[config.mk]
export PLATFORM = sky130hd
export DESIGN_NAME = serial_adder
export DESIGN_NICKNAME = d
export VERILOG_FILES = /design/src/rtl/serial_adder.sv
export SDC_FILE = /design/constraint.sdc
export NUM_CORES = 1
export LEC_CHECK = 0
export CORE_UTILIZATION = 40
export DETAILED_ROUTE_END_ITERATION = 10
export DONT_BUFFER_PORTS = 1
export HOLD_SLACK_MARGIN = 0.1
export PLACE_DENSITY = 0.54
export SLEW_MARGIN = 20
export SYNTH_ARGS = -nofsm -noshare
export SYNTH_HDL_FRONTEND = slang
export SYNTH_SLANG_ARGS = --single-unit
[constraint.sdc]
create_clock -name clk -period 3.65 [get_ports clk]
set_input_delay 0.365 -clock clk [delete_from_list [all_inputs] [get_ports clk]]
set_output_delay 0.365 -clock clk [all_outputs]
set_load 0.005 [all_outputs]
[src/rtl/serial_adder.sv]
// Chunk-serial add/subtract engine: CHUNK bits per clock, LSB first, with a
// start/busy/done handshake and carry, signed-overflow and zero flags.
module serial_adder #(
    parameter int WIDTH = 4,
    parameter int CHUNK = 1
) (
    input  logic             clk,
    input  logic             rst,
    input  logic             start,
    input  logic             sub,
    input  logic [WIDTH-1:0] a,
    input  logic [WIDTH-1:0] b,
    input  logic             ci,
    output logic             busy,
    output logic             done,
    output logic [WIDTH-1:0] s,
    output logic             co,
    output logic             ovf,
    output logic             zero
);

    localparam int NCHUNK = WIDTH / CHUNK;
    localparam int CW     = (NCHUNK > 1) ? $clog2(NCHUNK) : 1;

    typedef enum logic [1:0] {
        S_IDLE,
        S_RUN,
        S_DONE
    } state_t;

    state_t           state;
    logic [WIDTH-1:0] a_sh;
    logic [WIDTH-1:0] b_sh;
    logic             carry;
    logic [CW-1:0]    cnt;
    logic [CHUNK:0]   sum;
    logic [WIDTH-1:0] s_next;
    logic             last;
    logic             msb_ovf;

    // Operands shift right each cycle, so the active chunk is always the low CHUNK bits.
    always_comb begin
        sum = {1'b0, a_sh[CHUNK-1:0]} + {1'b0, b_sh[CHUNK-1:0]} + {{CHUNK{1'b0}}, carry};
        s_next = s;
        for (int i = 0; i < NCHUNK; i++) begin
            if (cnt == CW'(i)) begin
                s_next[i*CHUNK +: CHUNK] = sum[CHUNK-1:0];
            end
        end
        last = (cnt == CW'(NCHUNK - 1));
        // Same-sign operands producing an opposite-sign MSB equals carry-in XOR carry-out at the MSB.
        msb_ovf = (a_sh[CHUNK-1] == b_sh[CHUNK-1]) && (sum[CHUNK-1] != a_sh[CHUNK-1]);
    end

    always_ff @(posedge clk or posedge rst) begin
        if (rst) begin
            state <= S_IDLE;
            busy  <= 1'b0;
            done  <= 1'b0;
            s     <= '0;
            co    <= 1'b0;
            ovf   <= 1'b0;
            zero  <= 1'b0;
            carry <= 1'b0;
            cnt   <= '0;
            a_sh  <= '0;
            b_sh  <= '0;
        end else begin
            case (state)
                S_IDLE: begin
                    if (start) begin
                        a_sh  <= a;
                        b_sh  <= sub ? ~b : b;
                        carry <= ci ^ sub;
                        cnt   <= '0;
                        s     <= '0;
                        co    <= 1'b0;
                        ovf   <= 1'b0;
                        zero  <= 1'b0;
                        busy  <= 1'b1;
                        state <= S_RUN;
                    end
                end
                S_RUN: begin
                    s     <= s_next;
                    carry <= sum[CHUNK];
                    a_sh  <= a_sh >> CHUNK;
                    b_sh  <= b_sh >> CHUNK;
                    cnt   <= cnt + CW'(1);
                    if (last) begin
                        co    <= sum[CHUNK];
                        ovf   <= msb_ovf;
                        zero  <= (s_next == '0);
                        done  <= 1'b1;
                        state <= S_DONE;
                    end
                end
                S_DONE: begin
                    done  <= 1'b0;
                    busy  <= 1'b0;
                    state <= S_IDLE;
                end
                default: state <= S_IDLE;
            endcase
        end
    end

endmodule

==> results.toml <==
[synthesis]
synthCells = 122
ys_types = 28
yosysTopAreaCellShare = 0.465
ys_top_cells_by_area = "dfrtp_1 46%, nor2b_1 6.3%, o21ai_0 6.3%"
synth_top_area_cell = "dfrtp_1"
synthArstFlopShare = 1.00
synth_seq_cells = 22
yosysMostFrequentCell = "dfrtp_1"
ys.warnings.count = 0
syn_nets = 140
syn_area_sq_um = 1180
synth_ff_type = "dfrtp_1"
ys_seq_area_frac = 0.465
synth_edf_count = 0
synth_common_cells = "22 x dfrtp_1, 15 x o21ai_0, 14 x a21oi_1"
syn_area_per_cell_sq_um = 9.71

[power_and_ir_drop]
p_sw_frac = 0.426
power_frac_seq = 0.466
irDropWorstVdd_mv = 0.341
cellLeakagePower_nw = 0.536
power_frac_comb = 0.415
p_switching_w = 0.000412
power_density_nw_per_um2 = 795
p_int_w = 0.000556
clkPwrFrac = 0.119

[global_routing]
antenna_found_initial = 0
track_usage = 0.170
grt_start_max_net_pins = 23
grt_pass1_wl_um = 4110
overflow = 0
grt_pass1_vias = 826

[cts]
cts-resized-gates = 0
post_cts_buffers = 0
cts_buffers = 3
ctsHoldBuffers = 0
clk_latency_ns = 0.31
clock-root-buffer = "clkbuf_4"
ctsHtreeMaxLevel = 1
clk_pin_slew_ns = 0.12
numClockSinks = 22
clock_path_buffers = 2
cts_tree = "yes"

[timing]
hold_viol = 0
skew_ns = 0.00279
fmax_ghz = 0.532
worst_pin_slew_ns = 0.852
post-route-min-period_ns = 1.88
period_share = 0.515
slew_violations = 0
hold_slack_ns = 0.0916
grt_setup_unrepaired = "no"
setup_viol = 0
setup_tns_ns = 0
max-slew-margin-rel = 0.431

[critical_path]
critPathLaunch = "state[0]$_DFFE_PP0P_"
path_cells = "nor2b_1, o2111ai_1, o31ai_2"
cp_max_fo = 15
path_delay_family = "simple AND/OR/NAND/NOR gates"
reg2reg_depth = 3
cp.arrival_ns = 2.11
endpoint_kind = "flip-flop"
critPathKind = "reg -> reg"
crit_required_ns = 3.88
cp-start-kind = "flip-flop"
crit_buf_inv = 0
r2r-start = "state[0]$_DFFE_PP0P_"
path_depth = 3
slowest_stage = "nor2b_1"
max_stage_delay_ns = 0.70

[detailed_routing]
wl_per_cell_um = 16.4
dr.pass1.iters = 4
wl_um = 2450
drtIter0Drc = 32
via_count = 855
drc_errors = 0
ant_nets = 0
vias_per_cell = 5.74

[die]
die-area_sq_um = 3180
ios = 22
start_util = 0.426
core_sq_um = 2780
num_rows = 19
die_x_um = 56.4
die_h_um = 56.4

[worst_hold_path]
min_path_type = "in -> async"

[placement]
dp.cells = 146
port_buffers = 0
dp_hpwl_um = 1720
gp_congestion = 0.753

[final_layout]
num-nets-final = 138
area_growth_pct = 2.75
drive_above_1_share = 0.0424
num-fill-cells = 270
diodes = 0
stdcell_count = 149

[flow_run]
cap_violations = 0

[run_status]
status = "finished clean"
==> kinds of logic (layout without fill, tap and decap cells) <==
logic type,after synthesis,after routing,share of synthesized area
adder cells (fa/ha/maj),5,5,0.0591
AND/OR/NAND/NOR,28,28,0.129
AO/OA/AOI/OAI,46,46,0.241
XOR/XNOR,5,5,0.0370
multiplexers,3,3,0.0264
buffers and inverters,13,9,0.0433
flip-flops,22,22,0.465
==> area by class of cell <==
type	instances	area (sq um)	share of cell area
inverter	6	22.5	0.0185
clock buffer	3	22.5	0.0185
multi-input combinational	87	583	0.479
tap	31	38.8	0.0319
sequential	22	551	0.452
==> routing by layer <==
metal | up-vias | GRT usage | routed length, um
li1 | 422 | - | -
met1 | 413 | 0.267 | 1330
met2 | 15 | 0.222 | 990
met3 | 5 | 0.0323 | 78
met4 | 0 | 0.0732 | 46
met5 | - | 0 | 0
==> worst paths after layout <==
kind	end	slack (ns)
max in group asynchronous	b_sh[1]$_DFFE_PP0P_	3.03
worst max-delay path	zero$_DFFE_PP0P_	1.77
worst min register to register	a_sh[3]$_DFFE_PP0P_	0.54
worst max register to register	zero$_DFFE_PP0P_	1.77
min in group clk	a_sh[1]$_DFFE_PP0P_	0.24
worst min-delay path	s[3]$_DFFE_PP0P_	0.09
==> per-stage QoR <==
stage	utilization	total power, W	setup WS [ns]	area, sq um
final	0.438	0.000968	1.77	1220
after global routing	0.438	0.00106	1.63	1220
after CTS	0.438	0.000976	1.77	1220
after detailed placement	0.430	0.000860	1.80	1190
after global placement	0.430	0.000855	1.89	1190
after floorplan	-	0.000764	2.04	1180
==> power by group through the flow <==
stage	Clock (W)	Sequential (W)	Combinational, W
after detailed placement	0	0.000457	0.000403
after floorplan	0	0.000405	0.000359
after CTS	0.000119	0.000451	0.000405
final	0.000115	0.000451	0.000402
after global routing	0.000132	0.000471	0.000457
after global placement	0	0.000453	0.000402
==> flip-flops by register name, indices dropped and copies added (netlist names) <==
name / count
co: 1
carry: 1
s: 4
busy: 1
state: 2
cnt: 2
zero: 1
ovf: 1
a_sh: 4
done: 1
b_sh: 4
==> layout by cell type, fill, tap and decap left out, drive strengths merged, types with 2 or more instances in the layout <==
| cell type | count |
|---|---|
| a21boi | 2 |
| a21oi | 14 |
| a22o | 2 |
| a22oi | 7 |
| clkbuf | 3 |
| dfrtp | 22 |
| ha | 4 |
| inv | 6 |
| mux2i | 2 |
| nand2 | 9 |
| nand2b | 2 |
| nor2b | 12 |
| o21ai | 15 |
| xor2 | 5 |
Power figures use the tool's default switching activity.
==> RTL change 1, RTL diff (same flow settings) <==
Register the output `co` once more, with the module's reset; this adds one clock of latency there. The other outputs are not delayed to match.
--- a/src/rtl/serial_adder.sv
+++ b/src/rtl/serial_adder.sv
@@ -27,6 +27,8 @@
         S_RUN,
         S_DONE
     } state_t;
+
+    logic co_s0;
 
     state_t           state;
     logic [WIDTH-1:0] a_sh;
@@ -58,7 +60,7 @@
             busy  <= 1'b0;
             done  <= 1'b0;
             s     <= '0;
-            co    <= 1'b0;
+            co_s0 <= 1'b0;
             ovf   <= 1'b0;
             zero  <= 1'b0;
             carry <= 1'b0;
@@ -74,7 +76,7 @@
                         carry <= ci ^ sub;
                         cnt   <= '0;
                         s     <= '0;
-                        co    <= 1'b0;
+                        co_s0 <= 1'b0;
                         ovf   <= 1'b0;
                         zero  <= 1'b0;
                         busy  <= 1'b1;
@@ -88,7 +90,7 @@
                     b_sh  <= b_sh >> CHUNK;
                     cnt   <= cnt + CW'(1);
                     if (last) begin
-                        co    <= sum[CHUNK];
+                        co_s0 <= sum[CHUNK];
                         ovf   <= msb_ovf;
                         zero  <= (s_next == '0);
                         done  <= 1'b1;
@@ -105,5 +107,13 @@
         end
     end
 
+    always_ff @(posedge clk or posedge rst) begin
+        if (rst) begin
+            co <= '0;
+        end else begin
+            co <= co_s0;
+        end
+    end
+
 endmodule
 
Formal check against the unedited RTL: not equivalent (a bounded check fails within 10 cycles, from zero or initial values and one cycle with rst high).
==> RTL change 1 against the unedited design <==
Worst setup slack improved by 0.036 ns; final area shrank 0.62%; global-route usage is 1.6 points lower; fmax grew 1.9%; area after synthesis is 0.53% higher; power up 4.3%; count of clock-buffer cells in the layout increased by 1; synthesized cell count decreased by 13%; sequential cell count increased by 1; wire length shrank 13%; critical path type unchanged; critical endpoint is now ovf.
==> RTL change 1: results <==
set metrics [dict create \
    worstRegToRegCells 4 \
    outcome "completed" \
    drive_gt1_share_pct 12.5 \
    synthDistinctLibCells 35 \
    drt_first_iter_violations 24 \
    fin_skew_ns 0.00372 \
    avgSynthCellArea_um2 11.2 \
    irDropWorstVdd_mv 0.450 \
    crit_fanout 7 \
    grt_first_pass_wirelength_mm 3.71 \
    worstSetupStartpoint "a_sh[0]" \
    p_leak_nw 0.540 \
    dr_wl_met2_um 951 \
    grt_max_degree 24 \
    synthAdderAreaFrac_pct 5.88 \
    synth_common_cells "23 x dfrtp_1, 11 x nand2_1, 7 x o21ai_0, 6 x inv_1" \
    grtUsageMet1_pct 22.5 \
    tightest_slew_ns 0.859 \
    placed_cells 131 \
    placed_cell_area_um2 1180 \
    internal-power_mw 0.605 \
    min_period_ns 1.84 \
    place_congestion 0.664 \
    wl_met3_um 82 \
    synth-compound-area-share_pct 18.3 \
]
RTL change 1: layout make-up:
class	instances	area, um2
Fill cell	270	1570
Sequential cell	23	576
Multi-Input combinational cell	71	547
Tap cell	31	38.8
Clock buffer	4	26.3
Inverter	6	22.5
RTL change 1: power groups by stage:
stage | clock (mW) | sequential (mW) | combinational, mW
2_1_floorplan | 0 | 0.413 | 0.427
3_3_place_gp | 0 | 0.450 | 0.438
3_5_place_dp | 0 | 0.454 | 0.446
4_1_cts | 0.125 | 0.448 | 0.448
5_1_grt | 0.134 | 0.462 | 0.507
6_report | 0.120 | 0.446 | 0.445
RTL change 1: kinds of logic (layout without fill, tap and decap cells):
group	after synthesis	after routing
AOI/OAI and AO/OA	28	28
xor gates and xnor gates	5	5
adders and majority gates	5	5
buffers and inverters	12	10
DFF	23	23
muxes	4	4
and+or+nand+nor	29	29
RTL change 1: critical path, stage by stage (launching register included):
cell,delay [ns]
dfrtp_1,0.44
fa_1,0.68
or3b_1,0.37
a21oi_1,0.15
mux2_4,0.15
==> RTL change 2, RTL diff (config.mk and constraints unchanged) <==
Without the edit above. Change the parameter `WIDTH` from 4 to 8.
--- a/src/rtl/serial_adder.sv
+++ b/src/rtl/serial_adder.sv
@@ -1,7 +1,7 @@
 // Chunk-serial add/subtract engine: CHUNK bits per clock, LSB first, with a
 // start/busy/done handshake and carry, signed-overflow and zero flags.
 module serial_adder #(
-    parameter int WIDTH = 4,
+    parameter int WIDTH = 8,
     parameter int CHUNK = 1
 ) (
     input  logic             clk,
Ports: changed (resized a, b and s); port bits go from 22 to 34. The function was not compared with the original's and may differ.
==> RTL change 2 against the unedited design <==
Power grew 80%; area after synthesis rose by 65%; worst hold slack better by 0.20 ns; first-iteration DRC count rose to 3.6 times the old value; sequential cell count up 13; wire length is 80% higher; sequential share of layout area fell by 3.1 points; non-clock buffer count increased by 2; critical path depth up 1; count of clock-buffer cells in the layout is 3 higher; sequential power increased by 55%; final area up 71%; worst setup slack worse by 0.33 ns; highest routed layer unchanged.
==> RTL change 2: results <==
set metrics [dict create \
    diodes 0 \
    hold_viol 0 \
    hpwl_mm 3.00 \
    grt_first_pass_wirelength_mm 7.47 \
    numCtsBuffers 5 \
    yosys_warnings 0 \
    asyncSetResetFlopFracSynth_pct 100 \
    synthTopCellsByArea "dfrtp_1 45%, o21ai_0 9.7%, nand2_1 5.8%" \
    top_regs "a_sh x8, b_sh x8, s x8" \
    via_per_inst 5.53 \
    drt_first_iter_violations 116 \
    synthDistinctLibCells 32 \
    irDropWorstVdd_mv 0.254 \
    fillers 460 \
    rrSetupSlack_ns 1.45 \
    avgSynthCellArea_um2 8.92 \
    hp-class "input port to flip-flop" \
    drive_gt1_share_pct 7.01 \
    cts_buffer_depth 2 \
    wirelength_mm 4.41 \
    fin_skew_ns 0.00748 \
    grt_max_degree 36 \
    pre_cts_slack_ns 1.48 \
    cts.clk_slew.worst_paths_ns 0.07 \
    routedWlPerCell_um 15.7 \
    setup_slack_ns 1.45 \
    place_congestion 0.758 \
    insertion_delay_ns 0.29 \
    yosys_most_used_dff "dfrtp_1" \
    grtUsageTotal_pct 18.7 \
    io_buffers 0 \
    cts-resized-gates 0 \
    crit_fanout 18 \
    outcome "completed" \
    htreeDepth 2 \
    arrival_ns 2.40 \
    synth_common_cells "38 x o21ai_0, 35 x dfrtp_1, 30 x nand2_1, 18 x a21oi_1" \
    root_buffer "clkbuf_8" \
    placed_cells 273 \
    grt_antenna_before_repair 0 \
    tightest_slew_ns 0.684 \
    nets 242 \
    first_global_vias 1609 \
    drt_pass1_iterations 4 \
    yosysSeqAreaShare_pct 44.8 \
    syn-num-nets 247 \
    p_leak_nw 0.871 \
]
## RTL change 2: layer usage
layer  vias up  track usage (%)  part of all wire, %
met5         -                0                    0
met4         0             8.28                  1.8
met3         9             4.31                  4.9
met2        54             29.5                   46
met1       747             24.8                   47
li1        744                -                    -
## RTL change 2: worst paths after layout
check / start / to / cells past startpoint
hold reg to reg: a_sh[1] / a_sh[1] / 2
setup / recovery: state[0] / s[6] / 4
hold / removal: a[4] / a_sh[4] / 2
min in group asynchronous: rst / a_sh[4] / 3
setup reg to reg: state[0] / s[6] / 4
max in group asynchronous: rst / done / 3
## RTL change 2: cell type report
cell class | instances | share of cell area (%)
inverters | 7 | 1.26
flip-flops and latches | 35 | 42.1
clock buffers | 6 | 3.97
multi-input cells | 163 | 47.6
clock inverters | 1 | 0.241
repair buffers | 2 | 0.842
well taps | 67 | 4.03
## RTL change 2: power by group
group	internal (mW)	leakage (nW)	total, mW	switching [mW]
Clock	0.148	0.0470	0.286	0.138
Combinational	0.316	0.384	0.760	0.444
Sequential	0.541	0.440	0.700	0.159
Total	1.01	0.871	1.75	0.741
## RTL change 2: logic make-up after synthesis
kind of cell / count (synthesis) / synth area share, %
buf+inv: 21 / 4.74
xor+xnor: 9 / 4.03
mux: 2 / 1.28
fa+ha+maj: 7 / 4.87
simple gates: 64 / 15.9
compound gates: 81 / 24.4
flops: 35 / 44.8
## RTL change 2: timing repair
item,CTS,global route
hold buffers,1,0
hold endpoints to repair,35,0
setup buffers,0,0
## RTL change 2: critical path, stage by stage, from the launching register on
cell and delay (ns):
dfrtp_1 0.63, clkinv_1 0.56, nor2_1 0.45, nand2_1 0.23, o21ai_0 0.24
## RTL change 2: through the flow
step | hold slack [ns] | power [mW] | instance area (um2)
6_report | 0.289 | 1.75 | 2080
5_1_grt | 0.321 | 1.90 | 2080
4_1_cts | 0.290 | 1.75 | 2080
3_5_place_dp | 0.390 | 1.46 | 1980
3_3_place_gp | 0.383 | 1.43 | 1980
2_1_floorplan | 0.442 | 1.31 | 1950
